**config.mk**
```make
export PLATFORM = sky130hd
export DESIGN_NAME = instruction_loader
export DESIGN_NICKNAME = d
export VERILOG_FILES = /design/src/rtl/instruction_loader.sv
export SDC_FILE = /design/constraint.sdc
export NUM_CORES = 1
export LEC_CHECK = 0
export BUFFER_PORTS_ARGS = -buffer_cell sky130_fd_sc_hd__buf_2
export CORE_MARGIN = 4
export CORE_UTILIZATION = 55
export DETAILED_ROUTE_END_ITERATION = 8
export GPL_TIMING_DRIVEN = 0
export PLACE_DENSITY_LB_ADDON = 0.08
export SYNTH_ARGS = -nofsm -noshare
export SYNTH_HDL_FRONTEND = slang
export SYNTH_SLANG_ARGS = --single-unit
```
**constraint.sdc**
```tcl
create_clock -name clk -period 2.2 [get_ports clk]
set_input_delay 0 -clock clk [delete_from_list [all_inputs] [get_ports clk]]
set_output_delay 0 -clock clk [all_outputs]
set_load 0.02 [all_outputs]
```
**src/rtl/instruction_loader.sv**
```systemverilog
// instruction_loader: write-side loader for the 8k-word instruction memory.
// Accepts a framed byte stream (LEN_HI, LEN_LO, 4*N big-endian data bytes,
// XOR checksum), writes assembled words through memory port A, and holds
// the CPU in reset while a load is in flight or after a failed load.
module instruction_loader #(
  parameter int ADDR_WIDTH = 13,
  parameter int BASE_ADDR  = 0
) (
  input  logic                  clk,
  input  logic                  rst,
  input  logic                  start,
  input  logic [7:0]            rx_data,
  input  logic                  rx_valid,
  output logic                  rx_ready,
  output logic                  wr_en,
  output logic [ADDR_WIDTH-1:0] wr_addr,
  output logic [31:0]           wr_data,
  output logic                  busy,
  output logic                  done,
  output logic                  error,
  output logic                  cpu_hold
);

  localparam logic [2:0] S_IDLE   = 3'd0;
  localparam logic [2:0] S_LEN_HI = 3'd1;
  localparam logic [2:0] S_LEN_LO = 3'd2;
  localparam logic [2:0] S_DATA   = 3'd3;
  localparam logic [2:0] S_CHECK  = 3'd4;
  localparam logic [2:0] S_DONE   = 3'd5;
  localparam logic [2:0] S_ERROR  = 3'd6;

  // Number of words that fit between BASE_ADDR and the top of memory.
  localparam longint CAPACITY = (longint'(1) << ADDR_WIDTH) - longint'(BASE_ADDR);

  logic [2:0]  state;
  logic [15:0] len;
  logic [15:0] word_idx;
  logic [1:0]  byte_cnt;
  logic [7:0]  csum;
  logic [23:0] shreg;   // first three bytes of the word in progress
  logic        xfer;
  logic [15:0] len_new;

  assign xfer     = rx_valid && rx_ready;
  assign len_new  = {len[15:8], rx_data};
  assign busy     = (state == S_LEN_HI) || (state == S_LEN_LO) ||
                    (state == S_DATA)   || (state == S_CHECK);
  assign rx_ready = busy;
  assign cpu_hold = busy || error;

  // Frame parser, word assembly, memory write pulse and status flags.
  always_ff @(posedge clk) begin
    if (rst) begin
      state    <= S_IDLE;
      len      <= '0;
      word_idx <= '0;
      byte_cnt <= '0;
      csum     <= '0;
      shreg    <= '0;
      wr_en    <= 1'b0;
      wr_addr  <= '0;
      wr_data  <= '0;
      done     <= 1'b0;
      error    <= 1'b0;
    end else begin
      wr_en <= 1'b0;
      if (xfer && state != S_CHECK) csum <= csum ^ rx_data;
      case (state)
        S_IDLE, S_DONE, S_ERROR: begin
          if (start) begin
            state    <= S_LEN_HI;
            done     <= 1'b0;
            error    <= 1'b0;
            csum     <= '0;
            word_idx <= '0;
            byte_cnt <= '0;
          end
        end
        S_LEN_HI: if (xfer) begin
          len[15:8] <= rx_data;
          state     <= S_LEN_LO;
        end
        S_LEN_LO: if (xfer) begin
          len[7:0] <= rx_data;
          if (longint'(len_new) > CAPACITY) begin
            state <= S_ERROR;
            error <= 1'b1;
          end else if (len_new == 16'd0) begin
            state <= S_CHECK;
          end else begin
            state <= S_DATA;
          end
        end
        S_DATA: if (xfer) begin
          shreg    <= {shreg[15:0], rx_data};
          byte_cnt <= byte_cnt + 2'd1;
          if (byte_cnt == 2'd3) begin
            wr_en    <= 1'b1;
            wr_addr  <= ADDR_WIDTH'(BASE_ADDR) + ADDR_WIDTH'(word_idx);
            wr_data  <= {shreg, rx_data};
            word_idx <= word_idx + 16'd1;
            if (word_idx == len - 16'd1) state <= S_CHECK;
          end
        end
        S_CHECK: if (xfer) begin
          if (rx_data == csum) begin
            state <= S_DONE;
            done  <= 1'b1;
          end else begin
            state <= S_ERROR;
            error <= 1'b1;
          end
        end
        default: state <= S_IDLE;
      endcase
    end
  end

endmodule

```
==> metrics.md <==
| Metric | Value |
|---|---|
| Dominant cell type by area after synthesis | `dfxtp_1` |
| Worst reg2reg endpoint | `state[1]$_SDFFE_PP0P_` |
| WHS Endpoint | `byte_cnt[0]$_SDFFE_PP0P_` |
| Pwr per Cell Area | `1040 mW/mm²` |
| Synth unique cells | `64` |
| Total I/O pin count | `63` |
| Synth top area cells | `dfxtp_1 45%, nand2_1 14%, a21oi_1 9.0%` |
| Layout Area Growth over Synthesis | `25.1%` |
| Lkg Pwr | `2.53 nW` |
| Number of DRC markers in iteration 0 | `315` |
| Total global routing overflow | `0` |
| Crit path launch type | `register` |
| Commonest cells post-synth | `199 x nand2_1, 117 x dfxtp_1, 95 x a21oi_1` |
| Syn nets | `684` |
| Post-DP Area | `0.00568 mm²` |
| Reg2reg path depth | `7` |
| Slowest stage cell, crit path | `nor4_4` |
| Final hold violations | `0` |
| Syn Area/Cell | `7.86 µm²` |
| Core Rows | `35` |
| Final antenna-violating net count | `0` |
| Final Hold Slack | `92.4 ps` |
| Seq cells post-synth | `117` |
| Setup violators final | `0` |
| Clock skew | `7.41 ps` |
| EDFF count, synth | `0` |
| Clock Tree Root | `clkbuf_8` |
| WHS Path Cells | `4` |
| Pin count of the biggest net entering global routing | `17` |
| Cts bufs inserted | `17` |
| Tmin final | `2180 ps` |
| CTS sink cnt | `117` |
| Port bufs | `52` |
| Core Box Area | `0.00928 mm²` |
| Cell Area, Synth | `0.00526 mm²` |
| Slew Viols, Final | `0` |
| CP Class | `reg2reg` |
| Initial antenna violation count | `0` |
| Via count | `5,030` |
| Worst min-delay path category | `in2reg` |
| Critical path cell sequence | `nor4_4, nand2_2, or2_1, a221oi_2, nand4_1, nor3_4, a21oi_1` |
| Synth Warn # | `0` |
| Slowest stage delay, CP | `490 ps` |
| Slew HR | `0.426` |
| Finished Layout Cells | `902` |
| Worst IR drop on VDD | `0.000505 V` |
| CTS tree | `yes` |
| CTS H-tree lvls | `4` |
| RSZ-0062 raised after global routing | `true` |
| Fin worst setup slack | `19.5 ps` |
| Routed length per instance | `15.9 µm` |
| Worst-skew pair later-pin latency | `520 ps` |
| Cells after synthesis | `669` |
| Die X | `106 µm` |
| Clk pin slew, worst setup/hold paths | `60 ps` |
| Hold Startpoint | `start` |
| Register area | `0.00236 mm²` |
| Tot GR Track Use | `0.261` |
| Global-route wire length before repair | `23.4 mm` |
| Worst Path Required | `2600 ps` |
| R2R Setup Slk | `20 ps` |
| Top FF cell, synth | `dfxtp_1` |
| CP endpoint kind | `register` |
| Vias per cell | `5.58` |
| Top-area cell type share of the netlist area | `0.445` |
| Layout cells sized above 1 | `0.181` |
| Most frequent cell after synthesis | `nand2_1` |
| Initial Util | `0.566` |
| DP Cell Count | `850` |
| Ys async rst share | `0` |
| Max_cap viols | `0` |
| FF-to-FF Start | `len[6]$_SDFFE_PP0P_` |
| # fillers | `765` |
| Clock buffer depth | `2` |
| Number of global-route vias before repair | `4,790` |
| WP data arrival | `2580 ps` |
| Nets | `775` |
| Post-DP HPWL | `9.71 mm` |
| Critical-path maximum fanout | `7` |
| Area of the multi-input gates | `0.00275 mm²` |
| ANT cells | `0` |
| Die area | `0.0112 mm²` |
| Seq/Total Area, Yosys | `0.445` |
| Chip height | `106 µm` |
| Place WS | `-253 ps` |
| DRC violations left | `0` |
| Routed Wire Length | `14.4 mm` |
| Fin area | `0.00658 mm²` |
| Max Clk Rate | `0.459 GHz` |
| DR pass1 iterations | `7` |
| Fin crit share | `0.991` |
| Run status | `finished clean` |
| Slew @ Worst Pin | `854 ps` |
| Gp weighted congestion | `0.942` |
[area by class of cell]
| class | count | share of cell area |
|---|---|---|
| Tap cell | 129 | 0.0245 |
| Clock buffer | 17 | 0.0630 |
| Inverter | 7 | 0.00399 |
| Multi-Input combinational cell | 496 | 0.418 |
| Buffer | 47 | 0.0335 |
| Timing Repair Buffer | 74 | 0.0690 |
| Sequential cell | 117 | 0.359 |
| Clock inverter | 15 | 0.0291 |
[repair_timing]
action,4_1_cts,5_1_grt
endpoints found under the setup margin,24,25
setup buffers,6,6
gates resized for setup,13,25
hold buffers,10,0
pin swaps,10,11
endpoints found under the hold margin,34,0
[cells in the final DEF (no fill, tap or decap), types with 8 or more instances in the layout]
cell / count
nor2_1: 37
clkbuf_16: 16
nand3_1: 8
xor2_1: 24
xnor2_1: 26
nand2_1: 199
nor3_1: 9
a21oi_1: 95
clkbuf_1: 34
dlygate4sd3_1: 10
buf_2: 53
dfxtp_1: 110
buf_4: 14
nand4_1: 14
[kinds of logic (layout without fill, tap and decap cells)]
logic type / Yosys count / in the layout / share of synthesized area
XOR/XNOR: 51 / 51 / 0.0876
AO/OA/AOI/OAI: 129 / 129 / 0.141
adder cells (fa/ha/maj): 4 / 4 / 0.00904
AND/OR/NAND/NOR: 309 / 309 / 0.262
multiplexers: 3 / 3 / 0.00595
buffers and inverters: 56 / 160 / 0.0483
flip-flops: 117 / 117 / 0.445
[where the power goes]
part	internal, W	switching, W	total (W)
logic	0.000664	0.000975	0.00164
registers	0.00222	0.000122	0.00234
clock network	0.00176	0.00108	0.00284
[sequential cells by signal (all words and copies together), names as in the netlist]
name,count
csum,8
word_idx,16
wr_addr,13
len,16
wr_en,1
wr_data,32
byte_cnt,2
error,1
shreg,24
done,1
state,3
[worst max-delay path by stage]
stage                                           to  depth (start not counted)                   from  slack [ps]
after global placement    word_idx[6]$_SDFFE_PP0P_                          7  state[1]$_SDFFE_PP0P_        -180
after global routing         state[1]$_SDFFE_PP0P_                          7    len[6]$_SDFFE_PP0P_         -70
after CTS                    state[0]$_SDFFE_PP0P_                         10    len[0]$_SDFFE_PP0P_         -20
after detailed placement     state[1]$_SDFFE_PP0P_                         10    len[0]$_SDFFE_PP0P_        -250
final                        state[1]$_SDFFE_PP0P_                          7    len[6]$_SDFFE_PP0P_          20
after floorplan              state[1]$_SDFFE_PP0P_                          9    len[1]$_SDFFE_PP0P_         160
[routing by layer]
metal	up-vias	share of wire	wire [µm]	track usage
li1	2427	-	-	-
met1	2375	0.41	5930	0.328
met2	193	0.49	7110	0.446
met3	35	0.072	1030	0.0557
met4	0	0.021	302	0.0823
met5	-	0	0	0
[worst max-delay path: cells and delay by family, from the launching register on]
kind             cells  cell delay [ps]
AND/OR/NAND/NOR      5             1310
AO/OA/AOI/OAI        2              400
flip-flops           1              360
[stage by stage]
step	TNS, ps	power (W)	util
5_1_grt	-158	0.00712	0.709
6_report	0	0.00682	0.709
4_1_cts	-22.8	0.00671	0.696
3_3_place_gp	-3170	0.00376	0.612
2_1_floorplan	0	0.00348	-
3_5_place_dp	-3920	0.00380	0.612
Note: power is estimated with default switching activity, not from simulation.
